--- src/rtl/cpu_defs.sv ---
// Shared encodings for the data-memory load/store path.
// Access sizes and the LSU sequencing states.
package cpu_defs;

   localparam logic [1:0] SIZE_BYTE = 2'd0;
   localparam logic [1:0] SIZE_HALF = 2'd1;
   localparam logic [1:0] SIZE_WORD = 2'd2;

   typedef enum logic [1:0] {
      IDLE = 2'd0,
      RD   = 2'd1,
      WR   = 2'd2,
      RSP  = 2'd3
   } lsu_state_t;

endpackage

--- src/rtl/dm_lane_mux.sv ---
// Byte-lane steering between a DM word and a sub-word access.
// Store lanes are merged into the read word; loads are extracted and extended.
module dm_lane_mux
   import cpu_defs::*;
(
   input  logic [31:0] word,
   input  logic [31:0] wdata,
   input  logic [1:0]  off,
   input  logic [1:0]  size,
   input  logic        sext,
   output logic [31:0] merged,
   output logic [31:0] load
);

   logic [7:0]  lb;
   logic [15:0] lh;

   assign lb = word[{off, 3'b000} +: 8];
   assign lh = word[{off[1], 4'b0000} +: 16];

   // Replace only the addressed lane of the captured word.
   always_comb begin
      merged = word;
      unique case (size)
         SIZE_BYTE: merged[{off, 3'b000} +: 8] = wdata[7:0];
         SIZE_HALF: merged[{off[1], 4'b0000} +: 16] = wdata[15:0];
         default:   merged = wdata;
      endcase
   end

   // Right-justify the addressed lane and extend it.
   always_comb begin
      load = word;
      unique case (size)
         SIZE_BYTE: load = {{24{sext & lb[7]}}, lb};
         SIZE_HALF: load = {{16{sext & lh[15]}}, lh};
         default:   load = word;
      endcase
   end

endmodule

--- src/rtl/dm_lsu.sv ---
// MEM-stage load/store initiator for the word-wide data memory.
// Sub-word stores are done as read-modify-write of the containing word.
module dm_lsu
   import cpu_defs::*;
#(
   parameter int          MEM_WORDS = 4096,
   parameter logic [31:0] BASE_ADDR = 32'h0000_0000
) (
   input  logic        clk,
   input  logic        reset,
   input  logic        req_valid,
   output logic        req_ready,
   input  logic        req_we,
   input  logic [1:0]  req_size,
   input  logic        req_sext,
   input  logic [31:0] req_addr,
   input  logic [31:0] req_wdata,
   input  logic [31:0] req_pc,
   output logic        rsp_valid,
   input  logic        rsp_ready,
   output logic [31:0] rsp_rdata,
   output logic        rsp_err,
   output logic        mem_we,
   output logic [31:0] mem_addr,
   output logic [31:0] mem_wdata,
   input  logic [31:0] mem_rdata,
   output logic [31:0] mem_pc
);

   localparam logic [32:0] LIMIT = 33'(4 * MEM_WORDS);

   lsu_state_t  state;
   logic        we_q;
   logic [1:0]  size_q;
   logic        sext_q;
   logic [1:0]  off_q;
   logic [31:0] wdata_q;

   logic [31:0] rel;
   logic        bad;
   logic [31:0] merged;
   logic [31:0] load;

   assign rel = req_addr - BASE_ADDR;

   // Misalignment, illegal size or outside the implemented DM.
   always_comb begin
      bad = 1'b0;
      unique case (1'b1)
         req_size == 2'd3:
            bad = 1'b1;
         req_size == SIZE_HALF:
            bad = req_addr[0];
         req_size == SIZE_WORD:
            bad = |req_addr[1:0];
         default:
            bad = 1'b0;
      endcase
      if ({1'b0, rel} >= LIMIT)
         bad = 1'b1;
   end

   assign req_ready = (state == IDLE);
   assign rsp_valid = (state == RSP);
   assign mem_we    = (state == WR);

   dm_lane_mux u_lane (
      .word   (mem_rdata),
      .wdata  (wdata_q),
      .off    (off_q),
      .size   (size_q),
      .sext   (sext_q),
      .merged (merged),
      .load   (load)
   );

   // Access sequencing, request latches and response registers.
   always_ff @(posedge clk or negedge reset) begin
      if (!reset) begin
         state     <= IDLE;
         we_q      <= 1'b0;
         size_q    <= SIZE_BYTE;
         sext_q    <= 1'b0;
         off_q     <= 2'b00;
         wdata_q   <= '0;
         rsp_rdata <= '0;
         rsp_err   <= 1'b0;
         mem_addr  <= '0;
         mem_wdata <= '0;
         mem_pc    <= '0;
      end else begin
         unique case (state)
            IDLE: begin
               if (req_valid) begin
                  we_q      <= req_we;
                  size_q    <= req_size;
                  sext_q    <= req_sext;
                  off_q     <= req_addr[1:0];
                  wdata_q   <= req_wdata;
                  mem_pc    <= req_pc;
                  rsp_rdata <= '0;
                  if (bad) begin
                     rsp_err <= 1'b1;
                     state   <= RSP;
                  end else begin
                     mem_addr <= {req_addr[31:2], 2'b00};
                     if (req_we && req_size == SIZE_WORD) begin
                        mem_wdata <= req_wdata;
                        state     <= WR;
                     end else begin
                        state <= RD;
                     end
                  end
               end
            end
            RD: begin
               if (we_q) begin
                  mem_wdata <= merged;
                  state     <= WR;
               end else begin
                  rsp_rdata <= load;
                  state     <= RSP;
               end
            end
            WR: begin
               state <= RSP;
            end
            RSP: begin
               if (rsp_ready) begin
                  rsp_err <= 1'b0;
                  state   <= IDLE;
               end
            end
            default: state <= IDLE;
         endcase
      end
   end

endmodule

--- config.mk ---
export PLATFORM = sky130hd
export DESIGN_NAME = dm_lsu
export DESIGN_NICKNAME = d
export VERILOG_FILES = /design/src/rtl/cpu_defs.sv /design/src/rtl/dm_lane_mux.sv /design/src/rtl/dm_lsu.sv
export SDC_FILE = /design/constraint.sdc
export NUM_CORES = 1
export LEC_CHECK = 0
export CORE_MARGIN = 4
export CORE_UTILIZATION = 44
export CTS_CLUSTER_SIZE = 12
export DETAILED_ROUTE_END_ITERATION = 8
export PLACE_DENSITY = 0.86
export RECOVER_POWER = 50
export SYNTH_ARGS = -nofsm -noshare
export SYNTH_HDL_FRONTEND = slang
export SYNTH_HIERARCHICAL = 1
export SYNTH_SLANG_ARGS = --single-unit
--- constraint.sdc ---
create_clock -name clk -period 2.2 [get_ports clk]
set_clock_uncertainty 0.15 [all_clocks]
set_input_delay 0.22 -clock clk [delete_from_list [all_inputs] [get_ports clk]]
set_output_delay 0.22 -clock clk [all_outputs]
set_load 0.05 [all_outputs]
---- Word-level counts from Yosys, hierarchy flattened ----
Cells that the tools add are included.
storage, ports and cells
  bits in registers ....................... 167
  input bits .............................. 136
  output and inout port bits .............. 132
  logic and storage cells ................. 73
cells by class
  add/subtract/negate cells ............... 2
  order comparisons ....................... 1
  equality and inequality tests ........... 14
  shifts and indexed selects .............. 6
  mux-type cells .......................... 24
  bitwise gates (word level) .............. 3
  reductions and logical operators ........ 12
operators by type and width
  operator                                                                  count
  32-bit one-hot mux with 2 select lines                                    4
  32-bit 2-to-1 mux                                                         6
  32-bit bitwise mux                                                        2
  32-bit by 15-bit >= comparator with 1-bit output (second input constant)  1
  16-bit by 7-bit variable shift with 32-bit output (first input constant)  1
  8-bit by 7-bit variable shift with 32-bit output (first input constant)   1
  16-bit by 7-bit variable part select with 32-bit output                   1
  32-bit by 6-bit variable part select with 16-bit output                   1
  32-bit by 6-bit variable part select with 8-bit output                    1
  8-bit by 7-bit variable part select with 32-bit output                    1
  5-bit negator with 7-bit output                                           2
  2-bit equality test (second input constant)                               4
  2-bit 2-to-1 mux                                                          4
  2-bit inequality test (second input constant)                             4
  2-bit one-hot mux with 4 select lines                                     1
  2-bit by 1-bit equality test with 1-bit output (second input constant)    3
  2-bit by 1-bit inequality test with 1-bit output (second input constant)  3
  3-bit AND reduction                                                       2
  1-bit 2-to-1 mux                                                          5
  5-bit AND reduction                                                       1
  2-bit zero test                                                           2
  2-bit AND reduction                                                       2
  4-bit AND reduction                                                       1
  2-bit nonzero test                                                        2
  other kinds (6)                                                           7

---- Longest topological paths before layout ----
Gate-level depths: netlist (run 1).
  depth in word-level cells ............... 6
  gate-level depth with buffers ........... 11
  depth with buffers taken out ............ 9

---- Modules after synthesis ----
The synthesis (run 1) kept the hierarchy.
modules (own cells, without submodules)
  module       instances  cells each  area each (um^2)  sequential area each (um^2)
  dm_lsu       1          660         7,826.3           4,179.0
  dm_lane_mux  1          255         1,833.0           0.0

---- Least setup slack after synthesis (run 1) ----
OpenSTA, ideal clock, no wires.
  path kind ............................... reg-to-reg
  start point ............................. reg state[0]
  end point ............................... reg mem_addr[10]
  setup time .............................. 0.125 ns
  arrival time ............................ 2.296 ns
  required time ........................... 1.925 ns
  slack ................................... -0.371 ns
  stages on the path, launching flop included .. 8
  path buffers ............................ 2
  clock period less this slack ............ 2.571 ns
  cells stage by stage .................... dfrtp_1 inv_1 ha_1 clkbuf_1 nand2_1 nor3_1 buf_2 mux2_2
between the ends
  longest elaborated chain between the ends .. 2
RTL lines
  element                        RTL line       source
  start, declared                dm_lsu.sv:32   lsu_state_t state;
  start signal, assigned         dm_lsu.sv:80   state <= IDLE;
  start signal, assigned         dm_lsu.sv:104  state <= RSP;
  start signal, assigned         dm_lsu.sv:109  state <= WR;
  2-bit zero test                n/a
  net req_ready                  dm_lsu.sv:12   output logic req_ready,
  3-bit AND reduction (no line)  n/a
  end signal, assigned           dm_lsu.sv:106  mem_addr <= {req_addr[31:2], 2'b00};
  end, declared                  dm_lsu.sv:24   output logic [31:0] mem_addr,
The timed path passes the listed nets, and every way through them passes these cells.
A chain may end at the register's enable or synchronous reset.

---- Final worst setup path (run 1) ----
  start point ............................. reg off_q[1]
  end point ............................... reg mem_wdata[17]
between the ends
  longest elaborated chain between the ends .. 6
  elaborated cells between the ends (all ways) .. 11
  those cells by class .................... add/sub (2); shift (4); mux (5)
RTL lines
  element                                                                                RTL line                              source
  start, declared                                                                        dm_lsu.sv:36                          logic [1:0] off_q;
  start signal, assigned                                                                 dm_lsu.sv:98                          off_q <= req_addr[1:0];
  5-bit negator with 7-bit output (on tied branches)                                     dm_lane_mux.sv:26, dm_lane_mux.sv:25
  16-bit by 7-bit variable part select with 32-bit output, or another cell as far along  dm_lane_mux.sv:26                     SIZE_HALF: merged[{off[1], 4'b0000} +: 16] = wdata[15:0];
  32-bit bitwise mux (on tied branches)                                                  dm_lane_mux.sv:26, dm_lane_mux.sv:25
  32-bit one-hot mux with 2 select lines *                                               dm_lane_mux.sv:24                     unique case (size)
  net merged[17]                                                                         dm_lsu.sv:41                          logic [31:0] merged;
  32-bit 2-to-1 mux *                                                                    dm_lsu.sv:117                         if (we_q) begin
  32-bit one-hot mux with 2 select lines *                                               dm_lsu.sv:92                          unique case (state)
  end signal, assigned                                                                   dm_lsu.sv:108                         mem_wdata <= req_wdata;
  end signal, assigned                                                                   dm_lsu.sv:118                         mem_wdata <= merged;
  end, declared                                                                          dm_lsu.sv:25                          output logic [31:0] mem_wdata,
The timed path passes the listed nets; every way through them passes the cells marked *. The select of a mux whose other input is x is not followed.

==> results.toml, run 1 <==
[setup_path]
crit_slowest_cell = "dfrtp_1"
cp_data_required_time_ns = 2.34
endpoint_kind = "flip-flop"
max_stage_delay_ns = 0.41
timing.rr.start = "off_q[1]$_DFFE_PN0P_"
reg2reg_to = "mem_wdata[17]$_DFFE_PN0P_"
reg2reg_depth = 10
crit_path_start_kind = "flip-flop"
cp_cell_sequence = "buf_12 > buf_4 > buf_4 > mux2_2 > a221oi_4 > buf_6 > o2bb2ai_2 > mux2_2 > nand2_1 > o211ai_1"
endpoint = "mem_wdata[17]$_DFFE_PN0P_"
crit_start = "off_q[1]$_DFFE_PN0P_"
worst-setup-path-type = "flip-flop to flip-flop"
cp_max_fo = 5
rrSetupSlack_ns = -0.18
cp.arrival_ns = 2.52

[route]
post_drt_wl_per_cell_um = 22.26
drt-initial-drc-count = 976
wirelength_um = 33160
viasPerCell = 6.083
post-route-drc-count = 0
ant_nets = 0
drtPass1Iterations = 5
vias = 9064

[place]
pre_cts_ws_ns = -0.2293
gp_congestion = 0.9748
port_buffers = 265
hpwl_um = 23770

[clock_network]
cts-htree-levels = 4
cts_buffers = 17
cts-root-buf = "clkbuf_16"
cts_max_path_buffers = 2
cts_tree = "done"
clock-sinks = 167
insertion_delay_ns = 0.43
clk_pin_slew_ns = 0.07

[power]
cell_internal_pwr_mw = 12.01
p_clk_frac = 0.138
vdd.ir_drop.worst_mv = 0.9120
power_frac_comb = 0.631
power_density_nw_per_um2 = 1607
fin_total_pwr_mw = 22.53
power.net_switching_mw = 10.52
power_leakage_nw = 5.727
switching_share = 0.4669
power_frac_seq = 0.231

[synthesis]
ys_warn_count = 6
netlist_area_um2 = 9659
synthCells = 915
synth_top_area_frac = 0.4326
synthTopCellsByCount = "dfrtp_1, mux2_2, inv_1, nand2_1, o21ai_0"
synthFlopType = "dfrtp_1"
avgSynthCellArea_um2 = 10.56
synth.largest_area_cell = "dfrtp_1"
ys_seq_area_frac = 0.4326
ys_types = 61
synth_seq_cells = 167
synthArstFlopShare = 1.000
yosysMostFrequentCell = "dfrtp_1"
synthTopCellsByArea = "dfrtp_1, mux2_2, a22o_1"
synth-edff-count = 0

[floorplan]
core_um2 = 21290
row_count = 53
start_util = 0.4538
die_area_um2 = 24390
ios = 268
die-width_um = 156.2
fp.dieH_um = 156.2

[min_path]
min-delay-start = "req_pc[7]"
hold_class = "primary input to flip-flop"
whs_path_depth = 2

[final_layout]
fill_cells = 1626
final_core_util = 0.6586
fin_nets = 1348
antenna_cells = 0
area_delta_synth_final_pct = 45.14
drive_above_1_share = 0.2568

[global_route]
grt_usage = 0.2635
grt_max_degree = 57
grt_pass1_wl_um = 50450
grt_overflow = 0
grt_antenna_before_repair = 1
grt_pass1_vias = 9108

[timing]
slew_violations = 0
final-hold-violation-count = 0
max_freq_mhz = 419.8
timing.final.crit_share = 1.083
fin_crit_ns = 2.382
tns_ns = -2.580
max_slew_margin = 0.1339
rsz0062_at_grt = "yes"
setup_ws_ns = -0.1819
worst_pin_slew_ns = 1.299
final-setup-viol-count = 28

[outcome]
status = "complete, but fails checks"
violations = "negative setup slack"

[job]
max_cap_viol_count = 0
[layer usage]
layer	GRT usage	vias to the layer above	wire, um
li1	-	4001	-
met1	0.3295	4405	12730
met2	0.4334	569	15910
met3	0.08100	87	3435
met4	0.09463	2	1076
met5	0	-	8
[sequential cells by signal, indices dropped and copies added (netlist names), 2 cells and up]
name	flops
rsp_rdata	32
state	2
mem_wdata	32
mem_addr	30
size_q	2
off_q	2
wdata_q	32
mem_pc	32
[critical path: cells and delay by family, from the launching register on]
family                 cells  cell delay (ns)
buffers and inverters      4             0.58
AOI/OAI and AO/OA          3             0.43
muxes                      2             0.61
and+or+nand+nor            1             0.07
DFF                        1             0.41
[power by group through the flow]
stage | logic (mW) | clock network [mW] | registers [mW]
global route | 15.0 | 3.28 | 5.33
global placement | 13.0 | 0 | 5.16
detailed placement | 13.2 | 0 | 5.22
finish | 14.2 | 3.11 | 5.20
floorplan | 6.30 | 0 | 7.62
CTS | 13.6 | 3.14 | 5.17
[final cells by class]
class / instances / area, um2 / share of cell area
multi-input combinational: 607 / 5157 / 0.3679
sequential: 167 / 4182 / 0.2983
timing repair buffer: 354 / 3518 / 0.2510
clock buffer: 20 / 446.7 / 0.03186
tap: 275 / 344.1 / 0.02454
inverter: 56 / 221.5 / 0.01580
clock inverter: 11 / 150.1 / 0.01071
[repair_timing]
action | 4_1_cts | 5_1_grt
hold buffers | 1 | 0
endpoints found under the setup margin | 22 | 64
setup buffers | 3 | 3
endpoints found under the hold margin | 44 | 0
pin swaps | 6 | 31
resized for setup | 22 | 56
gates cloned | 0 | 1
[through the flow]
stage          area [um2]  hold slack, ns  std cells
2_1_floorplan        9702         -0.2256        916
3_3_place_gp        13100         0.04598       1451
3_5_place_dp        13100         0.05532       1451
4_1_cts             13830          0.1830       1486
5_1_grt             14020          0.2344       1490
6_report            14020          0.2496       1490
[logic make-up after synthesis]
group | count (synthesis) | synth area share
adder cells (fa/ha/maj) | 9 | 0.01166
AO/OA/AOI/OAI | 291 | 0.2264
multiplexers | 140 | 0.1611
buffers and inverters | 142 | 0.06671
other | 1 | 0.0003882
flip-flops | 167 | 0.4326
AND/OR/NAND/NOR | 165 | 0.1010
[layout by cell type (no fill, tap or decap), drive strengths merged, types with 29 or more instances in the layout]
master / netlist / layout
clkdlybuf4s50: 0 / 258
dfrtp: 167 / 167
mux2: 121 / 121
buf: 41 / 86
inv: 56 / 56
nand2: 54 / 54
o21ai: 52 / 52
a22o: 43 / 43
a22oi: 41 / 41
a21oi: 35 / 35
nand3b: 33 / 33
o211ai: 33 / 33
o311ai: 32 / 32
clkbuf: 45 / 29
[worst min path at each step]
stage	to	slack [ns]
after CTS	mem_wdata[5]$_DFFE_PN0P_	0.18
after global placement	mem_wdata[5]$_DFFE_PN0P_	0.05
after global routing	mem_pc[7]$_DFFE_PN0P_	0.23
after floorplan	mem_addr[10]$_DFFE_PN0P_	-0.23
after detailed placement	mem_wdata[1]$_DFFE_PN0P_	0.06
final	mem_pc[7]$_DFFE_PN0P_	0.25
(Power assumes the default switching activity.)
==> run 2, diff against run 1 <==
- CAP_MARGIN: default -> 5
- RECOVER_POWER: 50 -> 100
==> run 2 against run 1 <==
  * Via count increased by 0.49%
  * Sequential share of layout area increased by 0.069 points
  * Non-clock buffer count unchanged
  * The run still ends with negative setup slack left
  * First-iteration DRC count decreased by 14%
  * Highest routed layer unchanged
  * Critical path type unchanged
  * Largest cell class unchanged
  * Critical endpoint unchanged
  * Largest power group unchanged
==> results.toml, run 2 (same netlist as run 1, synthesis figures left out) <==
[outcome]
status = "complete, but fails checks"
violations = "negative setup slack"

[place]
hpwl_um = 23770
port_buffers = 265
gp_congestion = 0.9748

[final_layout]
mostFrequentLayoutCell = "dfrtp_1"
layout_common_cells = "dfrtp_1, clkdlybuf4s50_1, mux2_2, dlygate4sd3_1, buf_4"
antenna_cells = 0
area_delta_synth_final_pct = 44.81
fin_nets = 1348
drive_above_1_share = 0.2551

[route]
ant_nets = 0
post-route-drc-count = 0
drtPass1Iterations = 6
wirelength_um = 33090
drt-initial-drc-count = 840
post_drt_wl_per_cell_um = 22.21
viasPerCell = 6.113
vias = 9108

[global_route]
grt_pass1_wl_um = 50450
grt_max_degree = 57
grt_antenna_before_repair = 1
grt_overflow = 0
met3_usage = 0.08100
grt_usage = 0.2635
grt-busiest-layer = "met2"
grt_use_met2 = 0.4334
grt_pass1_vias = 9108
use_met1 = 0.3295

[timing]
max_freq_mhz = 419.2
fin_crit_ns = 2.385
tns_ns = -3.088
max_slew_margin = 0.1261
slew_violations = 0
setup_ws_ns = -0.1853
worst_pin_slew_ns = 1.311
timing.final.crit_share = 1.084
final-hold-violation-count = 0
final-setup-viol-count = 37
rsz0062_at_grt = "yes"

[job]
max_cap_viol_count = 0

[setup_path]
cp.arrival_ns = 2.53
max_stage_delay_ns = 0.41
crit_slowest_cell = "dfrtp_1"
cp_cell_sequence = "buf_12 > buf_4 > buf_4 > mux2_2 > a221oi_4 > buf_6 > o2bb2ai_2 > mux2_2 > nand2_1 > o211ai_1"
cp_data_required_time_ns = 2.34
crit_path_start_kind = "flip-flop"
path_buf_inv = 4
cp_max_fo = 5
path_delay_family = "multiplexers"
endpoint_kind = "flip-flop"
worst-setup-path-type = "flip-flop to flip-flop"

[power]
vdd.ir_drop.worst_mv = 0.8725
power_density_nw_per_um2 = 1586
power_leakage_nw = 5.971
fin_total_pwr_mw = 22.18

[clock_network]
cts-htree-levels = 4
clk_pin_slew_ns = 0.08
cts_buffers = 17
cts_tree = "done"
clock-sinks = 167
insertion_delay_ns = 0.43
cts-root-buf = "clkbuf_16"
cts_max_path_buffers = 2

[floorplan]
row_count = 53
ios = 268
fp.dieH_um = 156.2
die-width_um = 156.2
core_um2 = 21290
start_util = 0.4538
die_area_um2 = 24390

[min_path]
hold_class = "primary input to flip-flop"
## run 2: cell types whose count changed in the layout (fill, tap and decap cells not counted), moves of 2 or more
cell             previous run  this run
clkbuf_1                    5         7
dlygate4sd3_1               1       118
buf_4                      64        60
clkdlybuf4s50_1           258       141
buf_12                     14        12
clkbuf_2                    4         6
## run 2: worst reg2reg max path, delay by kind of cell (launching register included)
| family | cells | cell delay (ns) |
|---|---|---|
| flops | 1 | 0.41 |
| mux | 2 | 0.61 |
| compound gates | 3 | 0.43 |
| buf+inv | 4 | 0.58 |
| simple gates | 1 | 0.07 |
## run 2: report_power, final
part / leakage (nW) / switching [mW] / internal (mW)
registers: 2.13 / 0.928 / 4.25
logic: 3.57 / 8.25 / 5.66
clock network: 0.275 / 1.29 / 1.81
total: 5.97 / 10.5 / 11.7
## run 2: final cells by class
type | instances | area (um2)
sequential | 167 | 4182
multi-input combinational | 607 | 5157
tap | 275 | 344.1
clock buffer | 20 | 446.7
timing repair buffer | 354 | 3486
clock inverter | 11 | 150.1
inverter | 56 | 221.5
fill | 1634 | 7300
## run 2: metal layers
| metal | vias to the layer above | share of wire | wire length (um) |
|---|---|---|---|
| met4 | 2 | 0.034 | 1118 |
| li1 | 4001 | - | - |
| met3 | 94 | 0.099 | 3285 |
| met5 | - | 0.00039 | 13 |
| met1 | 4440 | 0.39 | 12770 |
| met2 | 571 | 0.48 | 15910 |
## run 2: per-stage QoR
stage | std cells | utilization | worst slack [ns] | area [um2] | hold WS, ns
after CTS | 1486 | 0.6496 | -0.04932 | 13830 | 0.1830
after floorplan | 916 | - | -0.01419 | 9702 | -0.2256
final | 1490 | 0.6571 | -0.1853 | 13990 | 0.2510
after global placement | 1451 | 0.6155 | -0.2216 | 13100 | 0.04598
after global routing | 1490 | 0.6571 | -0.3079 | 13990 | 0.2344
after detailed placement | 1451 | 0.6155 | -0.2293 | 13100 | 0.05532
## run 2: final timing paths
kind	slack [ns]	depth (start not counted)	from	end
worst max-delay path	-0.19	10	off_q[1]$_DFFE_PN0P_	mem_wdata[17]$_DFFE_PN0P_
worst min-delay path	0.25	2	req_pc[7]	mem_pc[7]$_DFFE_PN0P_
worst max register to register	-0.19	10	off_q[1]$_DFFE_PN0P_	mem_wdata[17]$_DFFE_PN0P_
worst min register to register	0.34	1	mem_addr[21]$_DFFE_PN0P_	mem_addr[21]$_DFFE_PN0P_
max in group asynchronous	0.30	3	reset	mem_pc[1]$_DFFE_PN0P_
min in group asynchronous	0.49	2	reset	mem_wdata[8]$_DFFE_PN0P_
## run 2: repair_timing
item,CTS,global route
setup endpoints to repair,22,64
gates cloned,0,1
resized for setup,22,56
buffers inserted,3,3
hold buffers,1,0
endpoints found under the hold margin,44,0
pin swaps,6,31
==> run 3, diff against run 2 <==
--- a/config.mk
+++ b/config.mk
@@ -8,3 +8,2 @@
 export CAP_MARGIN = 5
-export CORE_MARGIN = 4
 export CORE_UTILIZATION = 44
==> constraint.sdc (replaced) <==
create_clock -name clk -period 2.2 [get_ports clk]
set_clock_uncertainty 0.15 [all_clocks]
set_input_delay 0.33 -clock clk [delete_from_list [all_inputs] [get_ports clk]]
set_output_delay 0.33 -clock clk [all_outputs]
set_load 0.05 [all_outputs]
==> run 3 against run 2 <==
  * The flow still finishes with violations (negative setup slack)
  * Die area fell by 7.5%
  * Utilization fell by 0.22 points
  * Critical path depth did not move
  * Sequential cell count did not move
  * Total power fell by 1.0%
  * Global-route usage rose by 1.8 points
  * Via count fell by 1.7%
  * Largest power group unchanged
  * Highest routed layer is now met4
==> results.toml, run 3 (same netlist as run 1, synthesis figures left out) <==
[outcome]
status = "complete, but fails checks"
violations = "negative setup slack"

[global_route]
grt_usage = 0.2814
grt_pass1_wl_um = 48380
grt_pass1_vias = 8802
grt_antenna_before_repair = 0
grt_overflow = 0
grt_max_degree = 61

[power]
power_density_nw_per_um2 = 1575
power.net_switching_mw = 10.33
power_frac_comb = 0.622
power_frac_seq = 0.238
p_clk_frac = 0.140
power_leakage_nw = 5.794
switching_share = 0.4707
vdd.ir_drop.worst_mv = 0.7570
cell_internal_pwr_mw = 11.62

[timing]
final-setup-viol-count = 16
slew_violations = 0
final-hold-violation-count = 0
max_freq_mhz = 434.5
max_slew_margin = 0.3149
timing.final.crit_share = 1.046
setup_ws_ns = -0.1017
rsz0062_at_grt = "yes"
worst_pin_slew_ns = 1.028
tns_ns = -0.5687
fin_crit_ns = 2.302

[floorplan]
die-width_um = 150.2
core_um2 = 21290
row_count = 53
start_util = 0.4538
fp.dieH_um = 150.2
die_area_um2 = 22550
ios = 268

[job]
max_cap_viol_count = 0

[setup_path]
worst-setup-path-type = "flip-flop to flip-flop"
crit_slowest_cell = "a311o_2"
endpoint_kind = "flip-flop"
cp_max_fo = 8
cp_cell_sequence = "buf_6 > inv_6 > ha_4 > nor2b_1 > a311o_2 > a22o_1 > nand3b_1 > o21ai_1 > a22oi_1 > o211ai_1"
cp_data_required_time_ns = 2.35
crit_path_start_kind = "flip-flop"
max_stage_delay_ns = 0.39
cp.arrival_ns = 2.45

[final_layout]
drive_above_1_share = 0.2473
layout_common_cells = "clkdlybuf4s50_1, dfrtp_1, mux2_2"
area_delta_synth_final_pct = 44.31
mostFrequentLayoutCell = "clkdlybuf4s50_1"
multi_input_area_um2 = 5130
seq_area_um2 = 4180
antenna_cells = 0
fill_cells = 1628
fin_nets = 1354
final_core_util = 0.6549

[clock_network]
cts_max_path_buffers = 2
cts-root-buf = "clkbuf_16"
cts_tree = "done"
clk_pin_slew_ns = 0.07
cts_buffers = 17
cts-htree-levels = 4
clock-sinks = 167
insertion_delay_ns = 0.44

[route]
drtPass1Iterations = 5
vias = 8952
wirelength_um = 31810
post_drt_wl_per_cell_um = 21.26
drt-initial-drc-count = 733
post-route-drc-count = 0
ant_nets = 0
viasPerCell = 5.984

[place]
port_buffers = 265
gp_congestion = 0.9561
hpwl_um = 22860

[min_path]
hold_class = "flip-flop to flip-flop"
run 3: worst max-delay path, delay by kind of cell, from the launching register on:
| kind | cells | cell delay, ns |
|---|---|---|
| buf+inv | 2 | 0.18 |
| flops | 1 | 0.38 |
| simple gates | 2 | 0.16 |
| compound gates | 5 | 0.99 |
| fa+ha+maj | 1 | 0.30 |
run 3: final timing paths:
kind	slack [ns]	depth (start not counted)	to	start
worst max-delay path	-0.10	10	mem_wdata[2]$_DFFE_PN0P_	off_q[1]$_DFFE_PN0P_
max in group asynchronous	0.23	3	size_q[1]$_DFFE_PN0P_	reset
min in group asynchronous	0.47	2	wdata_q[7]$_DFFE_PN0P_	reset
worst min-delay path	0.35	1	wdata_q[22]$_DFFE_PN0P_	wdata_q[22]$_DFFE_PN0P_
worst max register to register	-0.10	10	mem_wdata[2]$_DFFE_PN0P_	off_q[1]$_DFFE_PN0P_
worst min register to register	0.35	1	wdata_q[22]$_DFFE_PN0P_	wdata_q[22]$_DFFE_PN0P_
run 3: power groups by stage:
stage	registers [mW]	logic [mW]	clock network (mW)
4_1_cts	5.21	13.3	3.11
3_5_place_dp	5.25	13.1	0
6_report	5.22	13.6	3.08
5_1_grt	5.36	14.5	3.24
2_1_floorplan	7.62	6.30	0
3_3_place_gp	5.19	12.8	0
run 3: timing repair:
item                       in CTS  in global routing
setup endpoints to repair      30                 52
hold buffers                    1                  0
buffers inserted                1                  1
hold endpoints to repair       36                  0
gates resized for setup        22                 41
pin swaps                       3                  8
run 3: routing by layer:
layer	vias to the layer above	GRT usage	routed length (um)
met4	0	0.1101	986
met1	4398	0.3523	12540
met5	-	0	0
li1	4006	-	-
met3	89	0.07636	2911
met2	459	0.4613	15370
run 3: cell type report:
type / instances / share of cell area
Clock buffer: 22 / 0.03474
Clock inverter: 9 / 0.008258
Inverter: 56 / 0.01544
Multi-Input combinational cell: 607 / 0.3680
Sequential cell: 167 / 0.2999
Tap cell: 275 / 0.02468
Timing Repair Buffer: 360 / 0.2490
run 3: per-stage QoR:
step / setup WS [ns] / instances / instance area, um2 / hold slack, ns / power, mW
2_1_floorplan: -0.01419 / 916 / 9702 / -0.1156 / 13.92
3_3_place_gp: -0.2895 / 1462 / 13170 / 0.1168 / 18.02
3_5_place_dp: -0.3155 / 1462 / 13170 / 0.1182 / 18.32
4_1_cts: -0.07726 / 1495 / 13860 / 0.2373 / 21.65
5_1_grt: -0.2065 / 1496 / 13940 / 0.3595 / 23.09
6_report: -0.1017 / 1496 / 13940 / 0.3462 / 21.95
